--- config.mk ---
export PLATFORM = sky130hd
export DESIGN_NAME = goc_compare_sequencer
export DESIGN_NICKNAME = d
export VERILOG_FILES = /design/src/rtl/goc_pkg.sv /design/src/rtl/goc_sat_counter.sv /design/src/rtl/goc_compare_sequencer.sv
export SDC_FILE = /design/constraint.sdc
export NUM_CORES = 1
export LEC_CHECK = 0
export CORE_ASPECT_RATIO = 0.9
export CORE_MARGIN = 2
export CORE_UTILIZATION = 46
export DETAILED_ROUTE_END_ITERATION = 8
export PLACE_DENSITY = 0.87
export REMOVE_ABC_BUFFERS = 1
export SETUP_SLACK_MARGIN = 0.4
export SLEW_MARGIN = 25
export SYNTH_ARGS = -nofsm -noshare
export SYNTH_HDL_FRONTEND = slang
export SYNTH_SLANG_ARGS = --single-unit
--- constraint.sdc ---
create_clock -name clk -period 13.2 [get_ports clk]
set_clock_uncertainty 0.15 [all_clocks]
set_input_delay 3.96 -clock clk [delete_from_list [all_inputs] [get_ports clk]]
set_output_delay 3.96 -clock clk [all_outputs]
set_load 0.02 [all_outputs]
--- src/rtl/goc_pkg.sv ---
// Shared definitions for the golden/faulty compare sequencer.
package goc_pkg;

    // Sequencer states.
    typedef enum logic [1:0] {
        IDLE   = 2'd0,
        LAUNCH = 2'd1,
        WAIT   = 2'd2,
        REPORT = 2'd3
    } state_t;

    // Default widths and bit positions for the FPU golden circuit.
    localparam int GOC_TV_WIDTH  = 70;
    localparam int GOC_RV_WIDTH  = 41;
    localparam int GOC_START_BIT = 69;
    localparam int GOC_READY_BIT = 32;

    // Widest counter the saturating helper supports.
    localparam int SAT_MAX_W = 64;

    // Increment value, holding at the all-ones value of a width-bit counter.
    function automatic logic [SAT_MAX_W-1:0] sat_inc(input logic [SAT_MAX_W-1:0] value,
                                                     input int unsigned           width);
        logic [SAT_MAX_W-1:0] max_val;
        max_val = {SAT_MAX_W{1'b1}} >> (SAT_MAX_W - width);
        return (value == max_val) ? value : value + {{(SAT_MAX_W-1){1'b0}}, 1'b1};
    endfunction

endpackage

--- src/rtl/goc_sat_counter.sv ---
// Saturating statistics counter with a synchronous clear that wins over increment.
module goc_sat_counter
    import goc_pkg::*;
#(
    parameter int CNT_WIDTH = 32
) (
    input  logic                 clk,
    input  logic                 rst,
    input  logic                 inc_i,
    input  logic                 clr_i,
    output logic [CNT_WIDTH-1:0] cnt_o
);

    logic [CNT_WIDTH-1:0] cnt_q;
    logic [CNT_WIDTH-1:0] cnt_d;

    // Next count: clear first, otherwise saturating increment.
    always_comb begin
        cnt_d = cnt_q;
        if (clr_i) begin
            cnt_d = '0;
        end else if (inc_i) begin
            cnt_d = CNT_WIDTH'(sat_inc(SAT_MAX_W'(cnt_q), CNT_WIDTH));
        end
    end

    // Count register.
    always_ff @(posedge clk or posedge rst) begin
        if (rst) begin
            cnt_q <= '0;
        end else begin
            cnt_q <= cnt_d;
        end
    end

    assign cnt_o = cnt_q;

endmodule

--- src/rtl/goc_compare_sequencer.sv ---
// Drives test vectors into the golden and faulty circuits, waits for golden
// ready (with timeout), compares masked results and keeps statistics.
//
// Handshakes: a transfer happens on a rising clk edge where valid and ready
// are both high; valid never depends combinationally on ready, and the
// offering side holds its payload stable until the transfer.
module goc_compare_sequencer
    import goc_pkg::*;
#(
    parameter int TV_WIDTH    = GOC_TV_WIDTH,
    parameter int RV_WIDTH    = GOC_RV_WIDTH,
    parameter int START_BIT   = GOC_START_BIT,
    parameter int READY_BIT   = GOC_READY_BIT,
    parameter int MIN_LATENCY = 1,
    parameter int TIMEOUT     = 64,
    parameter int CNT_WIDTH   = 32
) (
    input  logic                 clk,
    input  logic                 rst,
    input  logic                 vec_valid_i,
    output logic                 vec_ready_o,
    input  logic [TV_WIDTH-1:0]  vec_data_i,
    input  logic [RV_WIDTH-1:0]  cmp_mask_i,
    output logic [TV_WIDTH-1:0]  tv_o,
    input  logic [RV_WIDTH-1:0]  golden_rv_i,
    input  logic [RV_WIDTH-1:0]  faulty_rv_i,
    output logic                 res_valid_o,
    input  logic                 res_ready_i,
    output logic                 res_mismatch_o,
    output logic                 res_timeout_o,
    output logic [RV_WIDTH-1:0]  res_diff_o,
    input  logic                 clear_i,
    output logic [CNT_WIDTH-1:0] vec_count_o,
    output logic [CNT_WIDTH-1:0] err_count_o,
    output logic [CNT_WIDTH-1:0] tmo_count_o
);

    localparam int WCNT_W = $clog2(TIMEOUT + 1);

    state_t              state_q, state_d;
    logic [TV_WIDTH-1:0] vec_q, vec_d;
    logic [RV_WIDTH-1:0] mask_q, mask_d;
    logic [WCNT_W-1:0]   wcnt_q, wcnt_d;
    logic [RV_WIDTH-1:0] diff_q, diff_d;
    logic                mismatch_q, mismatch_d;
    logic                timeout_q, timeout_d;
    logic                start;
    logic                done;
    logic [RV_WIDTH-1:0] masked_diff;

    assign masked_diff = (golden_rv_i ^ faulty_rv_i) & mask_q;

    // Next-state, result capture and handshake outputs.
    always_comb begin
        state_d     = state_q;
        vec_d       = vec_q;
        mask_d      = mask_q;
        wcnt_d      = wcnt_q;
        diff_d      = diff_q;
        mismatch_d  = mismatch_q;
        timeout_d   = timeout_q;
        vec_ready_o = 1'b0;
        res_valid_o = 1'b0;
        start       = 1'b0;
        done        = 1'b0;
        case (state_q)
            IDLE: begin
                vec_ready_o = 1'b1;
                if (vec_valid_i) begin
                    vec_d   = vec_data_i;
                    mask_d  = cmp_mask_i;
                    state_d = LAUNCH;
                end
            end
            LAUNCH: begin
                start   = 1'b1;
                wcnt_d  = '0;
                state_d = WAIT;
            end
            WAIT: begin
                // Ready seen too soon after launch may be left over from the
                // previous vector, so it is ignored for MIN_LATENCY cycles.
                if ((wcnt_q >= WCNT_W'(MIN_LATENCY)) && golden_rv_i[READY_BIT]) begin
                    diff_d     = masked_diff;
                    mismatch_d = |masked_diff;
                    timeout_d  = 1'b0;
                    state_d    = REPORT;
                end else if (wcnt_q == WCNT_W'(TIMEOUT - 1)) begin
                    diff_d     = '0;
                    mismatch_d = 1'b1;
                    timeout_d  = 1'b1;
                    state_d    = REPORT;
                end else begin
                    wcnt_d = wcnt_q + 1'b1;
                end
            end
            REPORT: begin
                res_valid_o = 1'b1;
                if (res_ready_i) begin
                    done    = 1'b1;
                    state_d = IDLE;
                end
            end
            default: state_d = IDLE;
        endcase
    end

    // Vector to both circuits: start bit only high during LAUNCH.
    always_comb begin
        tv_o            = vec_q;
        tv_o[START_BIT] = start;
    end

    // State and datapath registers.
    always_ff @(posedge clk or posedge rst) begin
        if (rst) begin
            state_q    <= IDLE;
            vec_q      <= '0;
            mask_q     <= '0;
            wcnt_q     <= '0;
            diff_q     <= '0;
            mismatch_q <= 1'b0;
            timeout_q  <= 1'b0;
        end else begin
            state_q    <= state_d;
            vec_q      <= vec_d;
            mask_q     <= mask_d;
            wcnt_q     <= wcnt_d;
            diff_q     <= diff_d;
            mismatch_q <= mismatch_d;
            timeout_q  <= timeout_d;
        end
    end

    assign res_mismatch_o = mismatch_q;
    assign res_timeout_o  = timeout_q;
    assign res_diff_o     = diff_q;

    goc_sat_counter #(.CNT_WIDTH(CNT_WIDTH)) u_vec_cnt (
        .clk   (clk),
        .rst   (rst),
        .inc_i (done),
        .clr_i (clear_i),
        .cnt_o (vec_count_o)
    );

    goc_sat_counter #(.CNT_WIDTH(CNT_WIDTH)) u_err_cnt (
        .clk   (clk),
        .rst   (rst),
        .inc_i (done & mismatch_q),
        .clr_i (clear_i),
        .cnt_o (err_count_o)
    );

    goc_sat_counter #(.CNT_WIDTH(CNT_WIDTH)) u_tmo_cnt (
        .clk   (clk),
        .rst   (rst),
        .inc_i (done & timeout_q),
        .clr_i (clear_i),
        .cnt_o (tmo_count_o)
    );

endmodule

==> results of run 1 <==
per-layer routing:
metal	vias up	GRT usage (%)	wire, um
met5	-	0	0
met4	0	7.843	1138
met3	67	7.222	3733
met2	547	45.85	18970
met1	5236	34.87	14670
li1	4752	-	-
worst max path at each step:
stage / start / to / cells past startpoint
after floorplan: rst / mask_q[0] / 1
after CTS: state_q[0] / vec_ready_o / 3
after detailed placement: res_ready_i / u_tmo_cnt.cnt_o[27] / 6
after global placement: res_ready_i / u_tmo_cnt.cnt_o[27] / 6
after global routing: state_q[0] / vec_ready_o / 3
final: state_q[0] / vec_ready_o / 3
cells by family after synthesis:
family	after synthesis
flip-flops	258
AND/OR/NAND/NOR	334
AO/OA/AOI/OAI	220
XOR/XNOR	59
multiplexers	118
adder cells (fa/ha/maj)	9
buffers and inverters	73
report_power, final:
| part | internal [uW] | leakage [uW] | switching (uW) | total, uW |
|---|---|---|---|---|
| sequential | 1040 | 0.00332 | 163 | 1200 |
| clock | 547 | 0.000513 | 327 | 874 |
| combinational | 602 | 0.00305 | 579 | 1180 |
flip-flops by register name, indices dropped and copies added, names as in the netlist:
register / flops
mask_q: 41
res_diff_o: 41
res_mismatch_o: 1
res_timeout_o: 1
state_q: 2
u_err_cnt.cnt_o: 32
u_tmo_cnt.cnt_o: 32
u_vec_cnt.cnt_o: 32
vec_q: 69
wcnt_q: 7
per-stage QoR:
stage	utilization, %	power, uW
finish	68.63	3255
global route	68.63	3386
global placement	64.47	2337
floorplan	-	1800
CTS	68.56	3270
detailed placement	64.47	2382
cell usage in the layout (no fill, tap or decap), types with 4 or more instances in the layout:
| master | instances |
|---|---|
| sky130_fd_sc_hd__clkbuf_8 | 9 |
| sky130_fd_sc_hd__clkinv_2 | 4 |
| sky130_fd_sc_hd__nor3_1 | 11 |
| sky130_fd_sc_hd__xor2_1 | 46 |
| sky130_fd_sc_hd__or4_1 | 26 |
| sky130_fd_sc_hd__xnor2_1 | 13 |
| sky130_fd_sc_hd__nand4_1 | 33 |
| sky130_fd_sc_hd__nor2b_1 | 6 |
| sky130_fd_sc_hd__and3_1 | 12 |
| sky130_fd_sc_hd__and2_1 | 8 |
| sky130_fd_sc_hd__clkbuf_16 | 29 |
| sky130_fd_sc_hd__clkdlybuf4s50_1 | 406 |
| sky130_fd_sc_hd__nor2_1 | 38 |
| sky130_fd_sc_hd__nand3_1 | 39 |
| sky130_fd_sc_hd__bufinv_16 | 5 |
| sky130_fd_sc_hd__and4_1 | 9 |
| sky130_fd_sc_hd__mux2_2 | 116 |
| sky130_fd_sc_hd__a22oi_1 | 4 |
| sky130_fd_sc_hd__a32o_1 | 8 |
| sky130_fd_sc_hd__o31ai_1 | 17 |
| sky130_fd_sc_hd__dfrtp_1 | 258 |
| sky130_fd_sc_hd__nand2_1 | 77 |
| sky130_fd_sc_hd__nor4_1 | 9 |
| sky130_fd_sc_hd__buf_4 | 5 |
| sky130_fd_sc_hd__a21oi_1 | 73 |
| sky130_fd_sc_hd__or3_1 | 50 |
| sky130_fd_sc_hd__inv_1 | 24 |
| sky130_fd_sc_hd__a31oi_1 | 4 |
| sky130_fd_sc_hd__ha_1 | 9 |
| sky130_fd_sc_hd__o21ai_0 | 54 |
| sky130_fd_sc_hd__o2bb2ai_1 | 33 |
| sky130_fd_sc_hd__clkbuf_1 | 4 |
area by class of cell:
class | instances | area share (%)
multi-input combinational | 740 | 30.10
sequential | 258 | 37.15
inverter | 25 | 0.5831
timing repair buffer | 414 | 23.76
clock buffer | 42 | 4.974
tap | 342 | 2.462
clock inverter | 9 | 0.9791
worst reg2reg max path, stage by stage, from the launching register on:
cell,delay (ps)
sky130_fd_sc_hd__dfrtp_1,390
sky130_fd_sc_hd__inv_1,70
sky130_fd_sc_hd__ha_1,290
sky130_fd_sc_hd__nand2_4,560
sky130_fd_sc_hd__buf_4,750
sky130_fd_sc_hd__mux2_2,520
==> summary by stage, run 1 <==
Run status
The flow ran to the end, and the final reports show no timing, DRC or antenna violations.

STA
The post-layout minimum cycle time is 6139 ps. Dividing the final minimum period by the clock period gives 46.50%. After layout, the worst setup slack is 7061 ps.

The final hold violation count came to 0. For the pin with the worst max-slew slack, the measured transition is 931.0 ps. The worst slew slack as a fraction of its limit is 37.36%. The total negative slack for setup checks is 0 ps.

Based on the critical path, the design can be clocked at up to 162.9 MHz. Setup repair after global routing left no endpoint under its margin. The number of pins exceeding their max-slew limit in the final report was 0. On the final layout, the worst hold slack is 337.1 ps.

The setup violation total in the final timing report is 0.

Logic synthesis
Summed over its instances, the top area cell type makes up 54.00% of the synthesized netlist area. Summing the areas of all and, or, nand and nor instances in the mapped netlist gives 15.23% of the synthesized area. The synthesized area is roughly 12000 sq um. The share of the yosys chip area belonging to registers is 54.00%.

The post-synthesis share of cell area spent on xor and xnor gates is 4.322%. After synthesis, the mean cell area works out to 11.16 sq um. The number of instances in the synthesized netlist is 1071. The dominant cell by count in the synthesized netlist is sky130_fd_sc_hd__dfrtp_1. The number of flops mapped to enable cells by yosys is 0. By count the netlist is led by sky130_fd_sc_hd__dfrtp_1, sky130_fd_sc_hd__mux2_2, sky130_fd_sc_hd__nand2_1. The count of cell types in the netlist is 57. The number of warning messages in the yosys log is 0. For this run, the leading register cell type out of synthesis is sky130_fd_sc_hd__dfrtp_1. The adder-cell share of the synthesized area is 0.9418%. Multiplexer cells account for 11.09% of the synthesized area. Sorting the synthesized cells by area gives the leading types as sky130_fd_sc_hd__dfrtp_1, sky130_fd_sc_hd__mux2_2, sky130_fd_sc_hd__xor2_1, sky130_fd_sc_hd__a21oi_1, sky130_fd_sc_hd__or3_1. Counting flops with an async set or reset pin after synthesis yields a share of 100.0%. The compound-gate portion of the synthesized area is 11.96%. The combinational family with the most area after synthesis is simple AND/OR/NAND/NOR gates. The flip-flop and latch count after synthesis is 258.

The biggest area contributor in the post-synthesis netlist is sky130_fd_sc_hd__dfrtp_1.

Critical path
The critical register-to-register path endpoint is vec_q[59]. Among all stages on the critical path, the largest delay is contributed by sky130_fd_sc_hd__clkdlybuf4s50_1. The worst reg-to-reg path cell count is 5. Walking the worst path, the cells encountered are inv_1, ha_1, clkdlybuf4s50_1. The category of the worst setup path launch point is a flop. The worst flop-to-flop path startpoint is state_q[0]. For the worst setup path, the data arrival time is roughly 2000 ps.

Along the worst path, the maximum fanout reaches 4. Together, buffers and inverters on the worst path number 2. The slack of the worst reg-to-reg path is between 10000 and 15000 ps. The top cell family by delay on the critical path is buffers and inverters. STA classifies the critical path endpoint as an output pin. The kind of critical path is reg -> out. The worst endpoint required time is about 9000 ps. In this design, the stage delay of the slowest critical-path cell is ~690 ps.

Clock network
The number of buffers inserted to repair setup after CTS is 0. The clock reaches the later pin of the worst-skew pair after 540 ps. The TritonCTS clock tree is done.

CTS built an H-tree with a depth of 1. Once the clock tree was built, the resizer swapped 0 gates to a different size. Hold repair after CTS inserted 0 buffers. The clock sink count is roughly 260. The maximum buffer depth of the clock tree is 3. TritonCTS created 28 clock buffers.

Clock-pin slew was measured on the worst setup and hold paths at 60 ps. Clock tree synthesis selected as its root buffer the cell sky130_fd_sc_hd__clkbuf_16.

Power
For this design the static power due to leakage is 0.006887 uW. The peak supply drop is 0.0001498 V. The total power density per cell area is 187.3 nW/um^2.

Cells and area
The number of nets in the final layout is 1674. The diode insertion count for antenna repair is 0. Registers take 6456 sq um. Summing all non-filler instances in the final layout gives an area of 17380 sq um. The area occupied by multi-input gates is around 5200 sq um. The number of filler cells placed in the layout is 1838. The non-filler instance count after layout is roughly 1800.

From synthesis to final layout, the design area changed by 45.36%. The share of layout cells above drive strength 1 is 12.70%.

Run
Max-cap violations in this run came to 0.

Routing
After detailed routing, the number of vias per cell comes to 5.793. Once detail routing completed, the nets flagged for antenna violations numbered 0. The number of DRC violations after detailed-routing iteration 0 is about 870.

The aggregate routed wire length is 38510 um. The DRC violation count after routing is 0. The number of search-and-repair iterations in the first detailed-routing pass is 5.

The detailed router placed roughly 11000 vias in this run. After detailed routing, the average wire length per cell comes to 21.04 um.

Floorplanning
The die height is about 160 um. The floorplan has 55 rows. The total core area is 25320 sq um. The floorplan die width is 173.9 um.

The initial cell density of the core is 47.21%. The I/O pin total is slightly above 400. The die covers 27300 sq um.

Min path
The path class of the tightest hold or removal check is reg -> reg. The count of cells along the worst hold path is 1. The worst hold path terminates at res_diff_o[21]. The startpoint identified for the worst hold timing path is res_diff_o[21].

Placed design
In this run the cell area measured after placement is between 15000 and 20000 sq um. The wire-length estimate of the detail-placed layout is 27990 um. In this run the tool buffered the top-level ports with 407 buffer cells. The weighted congestion at the end of routability-driven global placement is 0.9260.

Before CTS, the worst setup slack after placement is 6571 ps. Including well taps, the total number of placed cells is 1779.

Global route
The via count of the first global-routing pass came to ~10000. The overall overflow remaining after global route is 0. The global-route wire length before repair is roughly 59000 um. The number of antenna violations at the first check in global routing came to 2.

The maximum number of pins on one net before global-route repair is 114. The global router's overall resource usage is 27.23%.
Power figures use the tool's default switching activity.
==> run 2, diff against run 1 <==
==> constraint.sdc (replaced) <==
create_clock -name clk -period 5.95 [get_ports clk]
set_clock_uncertainty 0.15 [all_clocks]
set_input_delay 1.785 -clock clk [delete_from_list [all_inputs] [get_ports clk]]
set_output_delay 1.785 -clock clk [all_outputs]
set_load 0.02 [all_outputs]
==> summary by stage, run 2 (same netlist as run 1, synthesis figures left out) <==
Critical path
The worst reg-to-reg path cell count was 5 (unchanged). The critical-path maximum fanout came to 4 (unchanged). The worst flop-to-flop path startpoint is u_vec_cnt.cnt_o[8]. STA classifies the critical path startpoint as a flop. In this run the critical register-to-register path is captured at u_vec_cnt.cnt_o[29]. The slack of the worst reg-to-reg path is 3160 ps (-7190 ps). The worst endpoint required time is 4010 ps (-5080 ps).

The worst setup path is captured at an output pin. The worst setup path is of the reg -> out kind. The arrival time of data at the critical path endpoint came to 2080 ps (+50 ps).

Clock network
The number of buffers inserted by hold repair at cts is 0 (unchanged). The TritonCTS buffer count is 28 (unchanged). The clock transition at the registers of the reported paths is 60 ps (about the same). The worst-skew pair later-pin latency came to 540 ps (about the same). The root buffer cell chosen for the clock tree is sky130_fd_sc_hd__clkbuf_16. The clock sink count is 258 (unchanged). The number of buffers inserted to repair setup after CTS is 0 (unchanged). The H-tree depth reported by CTS came to 1 (unchanged). TritonCTS built the clock tree. The maximum buffer depth of the clock tree was 3 (unchanged). The post-cts gate resize count is 0 (unchanged).

Cells and area
The share of layout cells above drive strength 1 came to 12.56% (-0.14 points). The sequential cell area in the final layout is 6456 sq um (unchanged). The most common library cell in the layout ignoring fill and taps is sky130_fd_sc_hd__clkdlybuf4s50_1. In the layout the commonest cells are sky130_fd_sc_hd__clkdlybuf4s50_1, sky130_fd_sc_hd__dfrtp_1, sky130_fd_sc_hd__mux2_2, sky130_fd_sc_hd__nand2_1, sky130_fd_sc_hd__a21oi_1. The final core utilization is 68.62% (about the same). The layout overhead on the synthesized area came to 45.33% (about the same). The flip-flop count of the largest register, all copies and words added is 69 (unchanged). The register with the most flip-flops is vec_q. The area occupied by multi-input gates is 5231 sq um (unchanged). The number of filler cells placed in the layout came to 1836 (-0.11%). The number of nets in the final layout is 1678 (+0.24%).

Min path
The min-delay analysis places its worst path in the category reg -> reg. The count of cells along the worst hold path was 1 (unchanged). The launch point of the worst hold path is res_diff_o[22].

For hold timing, the worst endpoint is res_diff_o[22].

Floorplanning
The I/O pin total is 409 (unchanged). The total core area is 25320 sq um (unchanged). The initial cell density of the core is 47.21% (unchanged). The area enclosed by the die boundary was 27300 sq um (unchanged). The die height came to 157.0 um (unchanged).

The row count is 55 (unchanged). The floorplan die width is 173.9 um (unchanged).

Routing
The number of DRC violations after detailed-routing iteration 0 is 902 (+3.6%). The total vias in the final route is 10560 (-0.44%). The number of search-and-repair iterations in the first detailed-routing pass is 5 (unchanged). The routed wire length per instance is 20.54 um (-2.4%).

The aggregate routed wire length is 37630 um (-2.3%). The remaining number of nets flagged by the antenna check after routing is 0 (unchanged). The mean number of vias per cell is 5.761 (-0.55%). The DRC violation count after routing is 0 (unchanged).

STA
The total negative slack for setup checks is 0 ps (unchanged). The final hold violation count is 0 (unchanged). Setup repair after global routing left no endpoint under its margin.

The post-layout minimum cycle time is approximately 4000 ps. The tightest hold margin is 335.7 ps (-1.407 ps). The worst slew slack as a fraction of its limit is 34.12% (-3.2 points). The setup violation total in the final timing report was 0 (unchanged). The number of pins exceeding their max-slew limit in the final report is 0 (unchanged). The worst-margin pin slew was 979.2 ps (+48.27 ps).

After layout, the worst path uses 67.50% of the clock period. The worst-case setup margin in the final layout is 1934 ps (-5128 ps). Derived from the worst setup path, the maximum achievable clock frequency is 249.0 MHz.

Global route
The global router's overall resource usage is 26.52% (-0.71 points). The global-route wire length before repair was 57420 um (-2.0%). The maximum number of pins on one net before global-route repair is 130 (+14%). The overall overflow remaining after global route is 0 (unchanged). The via count of the first global-routing pass is 10390 (-0.48%). The number of antenna violations at the first check in global routing is 2 (unchanged).

Run status
The run finished with clean final reports.

Placed design
The number of buffer cells added on primary ports is 407 (unchanged). The pre-CTS setup slack is 1510 ps (-5062 ps). The weighted congestion at the end of routability-driven global placement is 0.9341 (+0.87%). The placed wire-length estimate after detailed placement was 28080 um (+0.30%).

Power
The total power density per cell area is 411.1 nW/um^2 (+120%). The leakage power total came to 0.006881 uW (about the same). The sum of internal, switching and leakage power is 7143 uW (+120%).

The peak supply drop is 0.0002723 V (+82%).

Run
The number of max-capacitance violations reported was 0 (unchanged).
## run 2: cell count changes in the layout (fill, tap and decap cells not counted)
| cell | before | now |
|---|---|---|
| sky130_fd_sc_hd__buf_12 | 0 | 2 |
| sky130_fd_sc_hd__buf_4 | 5 | 9 |
| sky130_fd_sc_hd__buf_6 | 2 | 0 |
| sky130_fd_sc_hd__clkbuf_1 | 4 | 7 |
| sky130_fd_sc_hd__clkbuf_8 | 9 | 5 |
| sky130_fd_sc_hd__clkinv_2 | 4 | 2 |
| sky130_fd_sc_hd__diode_2 | 0 | 1 |
## run 2: where the power goes
group          internal, uW  switching [uW]  total [uW]  leakage [uW]
clock                  1160             704        1870      0.000480
sequential             2300             359        2660       0.00332
combinational          1350            1270        2620       0.00308
## run 2: layer usage
metal	global-route usage, %	vias up	wire length, um
met4	7.603	2	1089
met3	7.560	76	3106
met5	0	-	9
met2	44.51	437	18550
li1	-	4756	-
met1	33.75	5284	14880
## run 2: area by class of cell
class,instances,share of cell area [%]
Timing Repair Buffer,418,24.04
Antenna cell,1,0.01440
Inverter,25,0.5832
Clock inverter,7,0.9217
Tap cell,342,2.463
Clock buffer,41,4.723
Multi-Input combinational cell,740,30.11
Sequential cell,258,37.15
## run 2: worst max-delay path by stage
stage | end | from | depth (start not counted)
after floorplan | mask_q[0] | rst | 1
after global placement | u_tmo_cnt.cnt_o[21] | res_ready_i | 6
after detailed placement | u_tmo_cnt.cnt_o[27] | res_ready_i | 6
after CTS | vec_ready_o | state_q[0] | 3
after global routing | vec_ready_o | state_q[0] | 3
final | vec_ready_o | state_q[0] | 3
## run 2: worst max-delay path: stages, from the launching register on
cell and delay, ps:
sky130_fd_sc_hd__dfrtp_1 430, sky130_fd_sc_hd__inv_1 100, sky130_fd_sc_hd__ha_1 320, sky130_fd_sc_hd__clkdlybuf4s50_1 690
## run 2: through the flow
stage	cell area (sq um)	std cells
2_1_floorplan	11760	1023
3_3_place_gp	16380	1783
3_5_place_dp	16380	1783
4_1_cts	17360	1831
5_1_grt	17370	1831
6_report	17380	1832
